[src/rtl/uart_pkg.sv]
// uart_pkg: shared types and line levels for the UART transmit path.
//   tx_state_t      : transmitter frame state
//   UART_*_LVL      : serial line level for idle, start and stop bits
package uart_pkg;

    typedef enum logic [2:0] {
        IDLE   = 3'd0,
        START  = 3'd1,
        DATA   = 3'd2,
        PARITY = 3'd3,
        STOP   = 3'd4
    } tx_state_t;

    localparam logic UART_IDLE_LVL  = 1'b1;
    localparam logic UART_START_LVL = 1'b0;
    localparam logic UART_STOP_LVL  = 1'b1;

endpackage

[src/rtl/tx_sample_counter.sv]
// tx_sample_counter: counts oversample enables within one bit period.
//   clk      in  clock
//   rst      in  synchronous reset, active-high
//   en       in  advance the counter (one oversample tick)
//   clr      in  restart the bit period (priority over en)
//   bit_end  out tick that completes the current bit period
module tx_sample_counter #(
    parameter int OVERSAMPLE = 16
) (
    input  logic clk,
    input  logic rst,
    input  logic en,
    input  logic clr,
    output logic bit_end
);

    localparam int CW = (OVERSAMPLE > 1) ? $clog2(OVERSAMPLE) : 1;
    localparam logic [CW-1:0] LAST = CW'(OVERSAMPLE - 1);

    logic [CW-1:0] cnt;

    assign bit_end = en && (cnt == LAST);

    always_ff @(posedge clk) begin
        if (rst || clr)
            cnt <= '0;
        else if (en)
            cnt <= bit_end ? '0 : cnt + CW'(1);
    end

endmodule

[src/rtl/uart_tx_serializer.sv]
// uart_tx_serializer: UART transmitter, start/data/[parity]/stop, LSB first.
// Each bit is held for OVERSAMPLE pulses of sample_en.
//   clk        in  clock
//   rst        in  synchronous reset, active-high
//   sample_en  in  oversample enable, one-cycle pulses
//   tx_valid   in  tx_data holds a byte to send
//   tx_data    in  byte to send
//   tx_ready   out block idle, byte can be accepted
//   tx_serial  out serial line, idle high, registered
//   tx_busy    out frame in progress
//   tx_done    out one-cycle pulse after the last stop bit
// Build option: define UART_TX_PARITY_EN to insert an even-parity bit
// between the data and stop bits.
module uart_tx_serializer #(
    parameter int DATA_BITS  = 8,
    parameter int OVERSAMPLE = 16,
    parameter int STOP_BITS  = 1
) (
    input  logic                 clk,
    input  logic                 rst,
    input  logic                 sample_en,
    input  logic                 tx_valid,
    input  logic [DATA_BITS-1:0] tx_data,
    output logic                 tx_ready,
    output logic                 tx_serial,
    output logic                 tx_busy,
    output logic                 tx_done
);

    import uart_pkg::*;

    localparam int BCW = $clog2(DATA_BITS + 1);
    localparam logic [BCW-1:0] LAST_DATA = BCW'(DATA_BITS - 1);
    localparam logic [BCW-1:0] LAST_STOP = BCW'(STOP_BITS - 1);

    tx_state_t            state, state_n;
    logic                 accept;
    logic                 bit_end;
    logic [BCW-1:0]       bit_cnt;
    logic [DATA_BITS-1:0] shreg, shreg_n;
    logic                 line_n;
    logic                 done_n;

    assign accept   = (state == IDLE) && tx_valid;
    assign tx_ready = (state == IDLE);
    assign tx_busy  = (state != IDLE);

    // Counter only runs inside a frame; accept restarts the bit period.
    tx_sample_counter #(.OVERSAMPLE(OVERSAMPLE)) u_smp (
        .clk     (clk),
        .rst     (rst),
        .en      (sample_en && (state != IDLE)),
        .clr     (accept),
        .bit_end (bit_end)
    );

`ifdef UART_TX_PARITY_EN
    logic par_q;
    always_ff @(posedge clk) begin
        if (rst)
            par_q <= 1'b0;
        else if (accept)
            par_q <= ^tx_data;
    end
`endif

    // ---- FSM: state register
    always_ff @(posedge clk) begin
        if (rst)
            state <= IDLE;
        else
            state <= state_n;
    end

    // ---- FSM: next state
    always_comb begin
        state_n = state;
        case (state)
            IDLE:   if (tx_valid) state_n = START;
            START:  if (bit_end) state_n = DATA;
            DATA:   if (bit_end && bit_cnt == LAST_DATA)
`ifdef UART_TX_PARITY_EN
                        state_n = PARITY;
`else
                        state_n = STOP;
`endif
            PARITY: if (bit_end) state_n = STOP;
            STOP:   if (bit_end && bit_cnt == LAST_STOP) state_n = IDLE;
            default: state_n = IDLE;
        endcase
    end

    // Shift register next value feeds the registered line level so the
    // line changes on the same edge the bit changes.
    always_comb begin
        shreg_n = shreg;
        if (accept)
            shreg_n = tx_data;
        else if (state == DATA && bit_end)
            shreg_n = shreg >> 1;
    end

    // ---- FSM: outputs (pre-register)
    always_comb begin
        line_n = UART_IDLE_LVL;
        case (state_n)
            IDLE:   line_n = UART_IDLE_LVL;
            START:  line_n = UART_START_LVL;
            DATA:   line_n = shreg_n[0];
`ifdef UART_TX_PARITY_EN
            PARITY: line_n = par_q;
`endif
            STOP:   line_n = UART_STOP_LVL;
            default: line_n = UART_IDLE_LVL;
        endcase
        done_n = (state == STOP) && (state_n == IDLE);
    end

    // Bit counter restarts on every state change, so it indexes data bits
    // in DATA and stop bits in STOP.
    always_ff @(posedge clk) begin
        if (rst) begin
            bit_cnt <= '0;
            shreg   <= '0;
        end else begin
            shreg <= shreg_n;
            if (state_n != state)
                bit_cnt <= '0;
            else if (bit_end)
                bit_cnt <= bit_cnt + BCW'(1);
        end
    end

    always_ff @(posedge clk) begin
        if (rst) begin
            tx_serial <= UART_IDLE_LVL;
            tx_done   <= 1'b0;
        end else begin
            tx_serial <= line_n;
            tx_done   <= done_n;
        end
    end

endmodule

[config.mk]
export PLATFORM = sky130hd
export DESIGN_NAME = uart_tx_serializer
export DESIGN_NICKNAME = d
export VERILOG_FILES = /design/src/rtl/uart_pkg.sv /design/src/rtl/tx_sample_counter.sv /design/src/rtl/uart_tx_serializer.sv
export SDC_FILE = /design/constraint.sdc
export NUM_CORES = 1
export LEC_CHECK = 0
export ABC_AREA = 1
export CAP_MARGIN = 25
export CORE_MARGIN = 2
export CORE_UTILIZATION = 33
export CTS_BUF_LIST = sky130_fd_sc_hd__clkbuf_8 sky130_fd_sc_hd__clkbuf_16
export DETAILED_ROUTE_END_ITERATION = 8
export GPL_TIMING_DRIVEN = 0
export HOLD_SLACK_MARGIN = 0.1
export PLACE_DENSITY = 0.52
export SETUP_SLACK_MARGIN = 0.05
export SYNTH_ARGS = -nofsm -noshare
export SYNTH_HDL_FRONTEND = slang
export SYNTH_SLANG_ARGS = --single-unit
[constraint.sdc]
create_clock -name clk -period 2.1 [get_ports clk]
set_input_delay 0.525 -clock clk [delete_from_list [all_inputs] [get_ports clk]]
set_output_delay 0.525 -clock clk [all_outputs]
set_load 0.03 [all_outputs]
## Word level (Yosys, flattened, before mapping)

Cells that the tools add are included.

| word-level totals | value |
|---|---|
| register bits | 21 |
| word-level logic and storage cells | 42 |
| input port bits | 12 |

| operators by class | value |
|---|---|
| mux-type cells | 10 |
| equality and inequality tests | 9 |
| add/sub/neg operators | 2 |
| reduce and logical (&&, ||, !) cells | 14 |

Operators with widths:

| operator | count |
|---|---|
| 2-to-1 mux 8 bit | 2 |
| 2-to-1 mux 3 bit | 5 |
| one-hot mux 3 bit (5 select lines) | 1 |
| equality test 3 x 2 -> 1 bit, second input constant | 3 |
| adder 4 x 1 -> 4 bit, second input constant | 2 |
| logical AND 1 bit | 7 |
| equality test 3 x 1 -> 1 bit, second input constant | 2 |
| logical NOT 3 bit | 2 |
| equality test 4 x 3 -> 1 bit, second input constant | 1 |
| equality test 4 bit, second input constant | 1 |
| logical NOT 4 bit | 1 |
| 2-to-1 mux 4 bit | 1 |
| equality test 3 bit, second input constant | 1 |
| inequality test 3 bit | 1 |
| nonzero test 3 bit | 1 |
| one-hot mux 1 bit (2 select lines) | 1 |
| nonzero test 2 bit | 1 |
| OR reduction 2 bit | 1 |
| logical OR 1 bit | 1 |

## Logic depth before layout (Yosys ltp)

Gate-level depths: netlist (run 1).

| depth | value |
|---|---|
| word-level depth | 8 |
| gate-level depth with buffers | 11 |
| depth with buffers taken out | 11 |

## Modules after synthesis

Synthesis (run 1) repeated with hierarchy kept, for this count alone.

| second synthesis, totals | value |
|---|---|
| cell total of the unflattened synthesis | 160 |
| area, all modules | 1,097.3 µm² |

By module, submodules not included:

| module | instances | area an instance (µm²) | seq. area each (µm²) | cells each |
|---|---|---|---|---|
| uart_tx_serializer | 1 | 899.6 | 340.3 | 131 |
| tx_sample_counter | 1 | 197.7 | 80.1 | 29 |

## Least setup slack after synthesis (run 1)

Ideal clock, no wire load.

| path | value |
|---|---|
| path kind | register to register |
| start | register state[1] |
| end | register shreg[4] |
| path slack | 727 ps |
| clock period less this slack | 1,373 ps |
| arrival time | 1,263 ps |
| cell stages (with the launch flop) | 11 |
| cells stage by stage | dfxtp_1 -> nor2_2 -> nand2_4 -> inv_2 -> nand2_4 -> inv_2 -> nor2_4 -> nand2_1 -> nand3_1 -> nand2_1 -> inv_1 |

| between the ends | value |
|---|---|
| word-level cells in the longest chain between the ends | 5 |
| elaborated cells between the ends (all ways) | 9 |
| classes of those cells | eq/ne (1); mux (1); reduce/logical (7) |

Ends and longest elaborated chain:

| what | RTL line | text |
|---|---|---|
| from (decl) | uart_tx_serializer.sv:36 | `tx_state_t state, state_n;` |
| from (signal assigned) | uart_tx_serializer.sv:72 | `state <= state_n;` |
| nonzero test 3 bit | n/a |  |
| net tx_busy | uart_tx_serializer.sv:26 | `output logic tx_busy,` |
| logical AND 1 bit | uart_tx_serializer.sv:52 | `.en (sample_en && (state != IDLE)),` |
| logical AND 1 bit | tx_sample_counter.sv:22 | `assign bit_end = en && (cnt == LAST);` |
| logical AND 1 bit | uart_tx_serializer.sv:99 | `else if (state == DATA && bit_end)` |
| nonzero test 2 bit (no source line) | n/a |  |
| to (signal assigned) | uart_tx_serializer.sv:126 | `shreg <= shreg_n;` |
| to (decl) | uart_tx_serializer.sv:40 | `logic [DATA_BITS-1:0] shreg, shreg_n;` |

The timed path passes the listed nets, and every way through them passes these cells.
A chain may end at the register's enable or synchronous reset.

## Final worst setup path (run 1)

| path | value |
|---|---|
| start | register state[1] |
| end | output tx_ready |

| between the ends | value |
|---|---|
| word-level cells in the longest chain between the ends | 1 |

Ends and longest elaborated chain:

| what | RTL line | text |
|---|---|---|
| logical NOT 3 bit | uart_tx_serializer.sv:45 | `assign tx_ready = (state == IDLE);` |
| to (decl) | uart_tx_serializer.sv:24 | `output logic tx_ready,` |

No other way between the ends.

==> out/qor.txt, run 1 <==
Status: finished, final reports clean
Seq cells post-synth: 21
Clk pwr share: 33.1%
CTS H-tree depth: 1
Int Power: 0.000592 W
Core area: 3280 um2
# DRC: 0
Sequential share of the synthesized area: 37.7%
RSZ-0062 raised after global routing: false
Commonest cells after routing, fill and taps aside: nand2_1 (43), inv_1 (26), dfxtp_1 (21)
Power per Cell Area: 593 nW/um2
Tcrit/Tclk final: 91.3%
Worst slew pin tran: 0.438 ns
P_leak: 0.582 nW
Cell Rows: 21
Vias: 998
Commonest non-fill, non-tap cell in the layout: nand2_1
Area Growth Syn to Fin: 21.5%
Worst Hold End: shreg[7]
Syn nets: 174
Delay of the slowest cell on the worst path: 0.39 ns
TritonCTS clock tree: yes
Post-synthesis cell type count: 21
# Post-CTS Setup Buffers: 0
Antenna Cells: 0
Final Critical Period: 1.92 ns
Tot GR Track Use: 12.8%
Overall routed net length: 2190 um
Reg2reg start: u_smp.cnt[0]
GP Congestion: 0.783
Final setup fails: 0
Via/cell ratio: 4.48
Critical path's top delay family: buffers and inverters
Number of buffer and inverter stages on the critical path: 2
Post-Syn Area: 1110 um2
First-pass DRT Iterations: 4
Final Hold Viols: 0
FF-to-FF setup slack: 0.51 ns
Multi-input gate area: 586 um2
Slowest-stage cell, CP: dlygate4sd2_1
Normalized max-slew margin: 70.8%
Area contributors post-synth: dfxtp_1 (38%), nand2_1 (14%), inv_1 (8.4%), nand3_1 (5.8%), nor2_1 (4.4%)
Initial detailed-routing violation count: 15
Clock sinks: 21
First-pass GRT wire length: 4000 um
WP data arrival: 1.39 ns
Top cell type's share of synthesized area: 37.7%
Max Freq: 0.522 GHz
Final nets: 193
Worst path depth: 4
DP Area: 1310 um2
Setup TNS: 0 ns
Finished Cell Area: 1360 um2
Number of global-route vias before repair: 973
Worst-path clk slew: 0.08 ns
Fin util: 41.3%
Clk Tree Root Cell: clkbuf_8
Synth area leader: dfxtp_1
Gate power share: 14.5%
Required time of the critical path: 1.57 ns
HPWL after DPL: 1740 um
CTS Buf Count: 3
Cells on Worst Hold Path: 2
Die Width: 62.1 um
Fill cells: 360
DR WL/cell: 9.82 um
IO Pins: 16
Sw frac: 26.3%
Clock Latency Late Sink: 0.26 ns
PortBufs: 14
Hold buffer count at cts: 0
Worst path cell trace: nor2_2 > nand2_4 > inv_2 > dlygate4sd2_1
Setup crit start kind: register
Layout cells sized above 1: 11.9%
Clk_skew: 0.00255 ns
Max Cap Violations: 0
Ys Warns: 0
CP Capture Type: primary output
Maximum vdd ir drop: 0.267 mV
Switching power: 0.000211 W
Largest net degree at the start of global routing: 12
Final slew viol count: 0
Mean post-synth cell area: 7.01 um2
Crit-path max FO: 5
Gr ovfl total: 0
Die ar.: 3860 um2
RR Endpoint: shreg[4]
Final ANT Viol Nets: 0
Worst r2r path cells: 10
WS Path Type: reg2out
Die extent in y: 62.1 um
Register area: 420 um2
Initial core utilization: 33.9%
Part of the power in registers: 52.4%
Clock tree buffer depth: 2
Initial antenna violation count: 0
Hold_sp: shreg[7]
Post-Synthesis Cells: 159
Tightest Hold Check Type: reg2reg
state kept, by name, summed over array words and instances, names as in the netlist:
name	flops
bit_cnt	4
state	3
tx_done	1
tx_serial	1
shreg	8
u_smp.cnt	4
routing by layer:
layer,wire length [um],up-vias,GRT usage (%)
met5,0,-,0
met4,40,0,5.83
met3,87,5,2.54
met2,1050,17,23.2
met1,1010,451,14.4
li1,-,525,-
how the worst max path moves through the flow:
stage,end,slack [ns],from
4_1_cts,tx_ready,0.16,state[1]
5_1_grt,tx_ready,0.11,state[1]
6_report,tx_ready,0.18,state[1]
3_3_place_gp,shreg[6],0.16,sample_en
3_5_place_dp,shreg[4],0.14,sample_en
2_1_floorplan,shreg[4],0.73,state[1]
timing repair:
| item | CTS | global route |
|---|---|---|
| gates resized for setup | 2 | 0 |
| endpoints found under the hold margin | 0 | 0 |
| setup endpoints to repair | 2 | 0 |
through the flow:
step | hold slack, ns | cells | power, W | setup slack (ns)
6_report | 0.465 | 223 | 0.000803 | 0.183
5_1_grt | 0.504 | 223 | 0.000851 | 0.108
4_1_cts | 0.468 | 223 | 0.000815 | 0.159
3_5_place_dp | 0.456 | 219 | 0.000551 | 0.139
3_3_place_gp | 0.455 | 219 | 0.000550 | 0.157
2_1_floorplan | 0.439 | 159 | 0.000505 | 0.727
power groups by stage:
stage	clock (W)	combinational, W	sequential (W)
global route	0.000296	0.000132	0.000423
global placement	0	0.000120	0.000430
CTS	0.000276	0.000119	0.000421
floorplan	0	0.0000729	0.000432
detailed placement	0	0.000121	0.000430
finish	0.000266	0.000117	0.000420
cell usage after synthesis:
cell type / count
nand2_1: 43
inv_1: 25
dfxtp_1: 21
nand3_1: 13
nor2_1: 13
a21oi_1: 6
o21ai_0: 6
nand2_2: 5
nor2_4: 4
xor2_1: 4
ha_1: 3
inv_2: 3
nand2_4: 3
a31oi_1: 2
nand4_1: 2
buf_1: 1
nand3_4: 1
nor2_2: 1
nor4_1: 1
or2_1: 1
or2_2: 1
logic make-up after synthesis:
kind of cell             count (synthesis)  synth area share (%)
AND/OR/NAND/NOR                         88                  39.5
adder cells (fa/ha/maj)                  3                  3.37
AO/OA/AOI/OAI                           14                  6.51
XOR/XNOR                                 4                  3.14
buffers and inverters                   29                  9.76
flip-flops                              21                  37.7
worst register-to-register path, stage by stage, from the launching register on:
cell and delay (ns):
dfxtp_1 0.38, ha_1 0.20, nand2_2 0.08, nor2_4 0.13
nand3_4 0.16, nor2_4 0.23, nor2_4 0.08, nand2_1 0.07
nand3_1 0.07, nand2_1 0.06, inv_1 0.04
cell type report:
class,instances,area share (%)
tap,46,4.25
sequential,21,31.0
multi-input combinational,109,43.2
clock inverter,1,0.277
buffer,1,0.277
timing repair buffer,14,10.2
clock buffer,3,3.05
inverter,28,7.76
(Power assumes the default switching activity.)
==> inputs of run 2 (changes only) <==
CORE_MARGIN = not set   (was 2)
clock period = 1.9 ns   (was 2.1 ns; I/O delays follow)
==> run 2 against run 1 <==
- power increased by 9.1%
- sequential share of layout area increased by 0.14 points
- worst hold slack improved by 0.0036 ns
- largest cell class unchanged
- die area decreased by 6.3%
- non-clock buffer count unchanged
- sequential cell count unchanged
- clock skew increased by 0.0016 ns
- utilization increased by 1.9 points
==> out/qor.txt, run 2 (synthesis gave the netlist of run 1 again) <==
Commonest cells after routing, fill and taps aside: nand2_1 (43), inv_1 (26), dfxtp_1 (21)
P_leak: 0.582 nW
WS Path Type: reg2out
Clk_skew: 0.00413 ns
Die ar.: 3610 um2
FF-to-FF setup slack: 0.30 ns
Switching power: 0.000223 W
Clock tree buffer depth: 2
Part of the power in registers: 53.0%
Met3 Wirelength: 67 um
Register area: 420 um2
Core area: 3130 um2
DP Area: 1310 um2
Final setup fails: 0
Power per Cell Area: 650 nW/um2
Finished Cell Area: 1350 um2
RSZ-0062 raised after global routing: false
First-pass GRT wire length: 3930 um
Multi-input gate area: 586 um2
Tot GR Track Use: 14.5%
GP Congestion: 0.772
HPWL after DPL: 1610 um
Gate power share: 14.9%
CP Capture Type: primary output
Final ANT Viol Nets: 0
Number of global-route vias before repair: 941
Area Growth Syn to Fin: 21.0%
Number of buffer and inverter stages on the critical path: 1
Initial detailed-routing violation count: 46
Status: finished, final reports clean
Layout cells sized above 1: 12.4%
Largest regs: shreg x8, bit_cnt x4, u_smp.cnt x4
Fill cells: 336
Clock Latency Late Sink: 0.25 ns
Initial core utilization: 35.6%
Critical path's top delay family: buffers and inverters
Clk Tree Root Cell: clkbuf_8
Cell Rows: 20
Gr ovfl total: 0
TritonCTS clock tree: yes
Finished Layout Cells: 221
Worst path cell trace: nor2_2 > nand2_4 > dlygate4sd2_1
WP data arrival: 1.27 ns
Max Cap Violations: 0
Setup crit start kind: register
Die Width: 60.1 um
Clock sinks: 21
Placed cells: 217
Crit-path max FO: 5
Sw frac: 25.5%
Normalized max-slew margin: 73.6%
Delay of the slowest cell on the worst path: 0.37 ns
Largest register FFs: 8
Final slew viol count: 0
Via/cell ratio: 4.40
Required time of the critical path: 1.42 ns
Maximum vdd ir drop: 0.536 mV
Worst-path clk slew: 0.08 ns
Tightest Hold Check Type: reg2reg
Antenna Cells: 0
Top Metal Used: met4
Tcrit/Tclk final: 91.9%
Commonest non-fill, non-tap cell in the layout: nand2_1
Die extent in y: 60.1 um
First-pass DRT Iterations: 4
Max Freq: 0.573 GHz
CTS Buf Count: 3
Metal2 WL: 901 um
Fin util: 43.1%
Initial antenna violation count: 0
DR WL/cell: 9.75 um
Int Power: 0.000653 W
Final setup margin: 0.154 ns
IO Pins: 16
Worst slew pin tran: 0.396 ns
# DRC: 0
Vias: 973
M1 WL: 1170 um
CTS H-tree depth: 1
Biggest register: shreg
Pre-CTS WS: -0.0168 ns
Final Hold Viols: 0
PortBufs: 14
Final Critical Period: 1.75 ns
Total power: 0.000876 W
Slowest-stage cell, CP: dlygate4sd2_1
Largest net degree at the start of global routing: 12
Overall routed net length: 2160 um
Final nets: 193
Clk pwr share: 32.0%
Hold buffer count at cts: 0
-- run 2: path summary, 6_finish.rpt --
path | startpoint | endpoint | depth (start not counted)
max | state[1] | tx_busy | 3
min | shreg[7] | shreg[7] | 2
max reg2reg | u_smp.cnt[0] | bit_cnt[2] | 11
min reg2reg | shreg[7] | shreg[7] | 2
-- run 2: cell type report --
type	count	area share (%)
Buffer	1	0.278
Clock buffer	3	3.06
Clock inverter	1	0.278
Inverter	28	7.79
Multi-Input combinational cell	109	43.4
Sequential cell	21	31.2
Tap cell	44	4.08
Timing Repair Buffer	14	9.93
-- run 2: what timing repair did --
item	in CTS	in global routing
endpoints found under the setup margin	2	1
pin swaps	0	0
gates resized for setup	2	2
buffers inserted	0	0
-- run 2: per-layer routing --
layer	track usage, %	vias to the layer above
met5	0	-
met4	2.99	0
met3	3.90	2
met2	23.5	14
met1	19.1	432
li1	-	525
-- run 2: power groups by stage --
stage / registers, W / clock network, W / logic, W
6_report: 0.000465 / 0.000281 / 0.000131
5_1_grt: 0.000467 / 0.000312 / 0.000147
4_1_cts: 0.000465 / 0.000293 / 0.000132
3_5_place_dp: 0.000475 / 0 / 0.000134
3_3_place_gp: 0.000475 / 0 / 0.000133
2_1_floorplan: 0.000478 / 0 / 0.0000806
-- run 2: metrics by stage --
stage                     TNS, ns  hold slack [ns]
after global routing            0            0.502
after detailed placement  -0.0408            0.459
after CTS                       0            0.470
after global placement    -0.0474            0.451
after floorplan                 0            0.439
final                           0            0.469
-- run 2: worst register-to-register path, delay by kind of cell (launching register included) --
kind,cells,cell delay (ns)
adders and majority gates,1,0.20
DFF,1,0.38
buffers and inverters,1,0.09
and+or+nand+nor,9,0.89
==> inputs of run 3 (changes only) <==
CORE_MARGIN = 1.5   (was not set)
REMOVE_ABC_BUFFERS = 1   (was not set)
==> run 3 against run 2 <==
- sequential cell count unchanged
- sequential power about the same
- global-route usage down 0.91 points
- design area up 0.46%
- register-to-register slack about the same
- non-clock buffer count unchanged
- critical path type unchanged
- largest cell class unchanged
==> out/qor.txt, run 3 (synthesis gave the netlist of run 1 again) <==
Status: finished, final reports clean
WS Path Type: reg2out
Area Growth Syn to Fin: 21.5%
CP Capture Type: primary output
FF-to-FF setup slack: 0.31 ns
DP Area: 1320 um2
Fill cells: 332
Initial antenna violation count: 0
TritonCTS clock tree: yes
GP Congestion: 0.728
Total power: 0.000890 W
# resized after CTS: 2
PortBufs: 15
RSZ-0062 raised after global routing: false
Via/cell ratio: 4.42
Clk_skew: 0.00319 ns
Hold_sp: shreg[7]
Final slew viol count: 0
Hold buffer count at cts: 0
Worst Hold End: shreg[7]
HPWL after DPL: 1680 um
# Post-CTS Setup Buffers: 0
Initial core utilization: 35.6%
Register area: 420 um2
Reg2reg start: u_smp.cnt[0]
Tightest Hold Check Type: reg2reg
Initial detailed-routing violation count: 27
Tcrit/Tclk final: 92.1%
CTS H-tree depth: 1
Slowest-stage cell, CP: dlygate4sd2_1
Max Cap Violations: 0
Finished Cell Area: 1360 um2
Core area: 3130 um2
CTS Buf Count: 3
Max Freq: 0.572 GHz
Biggest register: shreg
Worst r2r path cells: 11
Gr ovfl total: 0
Clock Latency Late Sink: 0.26 ns
Cell Rows: 20
Setup TNS: 0 ns
Overall routed net length: 2200 um
Clock tree buffer depth: 2
Placed cells: 217
Worst slew pin tran: 0.372 ns
Final setup fails: 0
Vias: 976
Largest register FFs: 8
First-pass DRT Iterations: 4
Required time of the critical path: 1.42 ns
Cells on Worst Hold Path: 2
Finished Layout Cells: 221
First-pass GRT wire length: 3670 um
Antenna Cells: 0
Die extent in y: 61.1 um
Commonest cells after routing, fill and taps aside: nand2_1 (43), inv_1 (26), dfxtp_1 (21)
Maximum vdd ir drop: 0.538 mV
Power per Cell Area: 657 nW/um2
Layout cells sized above 1: 12.4%
Number of global-route vias before repair: 835
WP data arrival: 1.27 ns
Final ANT Viol Nets: 0
Die ar.: 3740 um2
Final setup margin: 0.151 ns
DR WL/cell: 9.95 um
Commonest non-fill, non-tap cell in the layout: nand2_1
Delay of the slowest cell on the worst path: 0.41 ns
IO Pins: 16
RR Endpoint: bit_cnt[0]
Largest net degree at the start of global routing: 12
Crit-path max FO: 5
# DRC: 0
Setup crit start kind: register
Clk Tree Root Cell: clkbuf_8
Normalized max-slew margin: 75.2%
Worst path cell trace: inv_2 > nand2_4 > dlygate4sd2_1
Tot GR Track Use: 13.6%
P_leak: 0.585 nW
Die Width: 61.1 um
Largest regs: shreg x8, bit_cnt x4, u_smp.cnt x4
Pre-CTS WS: -0.0204 ns
Multi-input gate area: 586 um2
Final Hold Viols: 0
Clock sinks: 21
Worst-path clk slew: 0.08 ns
Final Critical Period: 1.75 ns
Final nets: 193
-- run 3: report_power, final --
part / total [W] / internal, W / switching (W)
Clock: 0.000293 / 0.000144 / 0.000149
Combinational: 0.000132 / 0.0000545 / 0.0000778
Sequential: 0.000465 / 0.000456 / 0.00000855
-- run 3: cell type report --
type	count	share of cell area, %
clock inverter	1	0.277
tap	44	4.06
timing repair buffer	15	10.6
inverter	28	7.76
clock buffer	3	3.05
multi-input combinational	109	43.2
sequential	21	31.0
-- run 3: layer usage --
| metal | vias to the layer above | GRT usage (%) | wire [um] | part of all wire, % |
|---|---|---|---|---|
| met3 | 2 | 4.41 | 84 | 3.8 |
| met2 | 15 | 21.3 | 1000 | 46 |
| li1 | 529 | - | - | - |
| met1 | 430 | 17.6 | 1100 | 50 |
| met4 | 0 | 4.66 | 15 | 0.68 |
| met5 | - | 0 | 0 | 0 |
-- run 3: per-stage QoR --
step | utilization [%] | hold WS (ns)
after floorplan | - | 0.433
after global placement | 42.1 | 0.450
after detailed placement | 42.1 | 0.455
after CTS | 43.4 | 0.468
after global routing | 43.3 | 0.490
final | 43.3 | 0.463
-- run 3: worst max-delay path by stage --
stage / from / end / slack, ns / cells after the start
floorplan: state[1] / shreg[4] / 0.53 / 10
global placement: sample_en / shreg[5] / -0.01 / 8
detailed placement: sample_en / bit_cnt[1] / -0.02 / 9
global route: state[2] / tx_busy / 0.06 / 3
CTS: state[1] / tx_ready / 0.02 / 4
finish: state[2] / tx_busy / 0.15 / 3
-- run 3: worst max-delay path, delay by kind of cell, from the launching register on --
kind                   cells  cell delay (ns)
buffers and inverters      2             0.49
flip-flops                 1             0.40
AND/OR/NAND/NOR            1             0.12
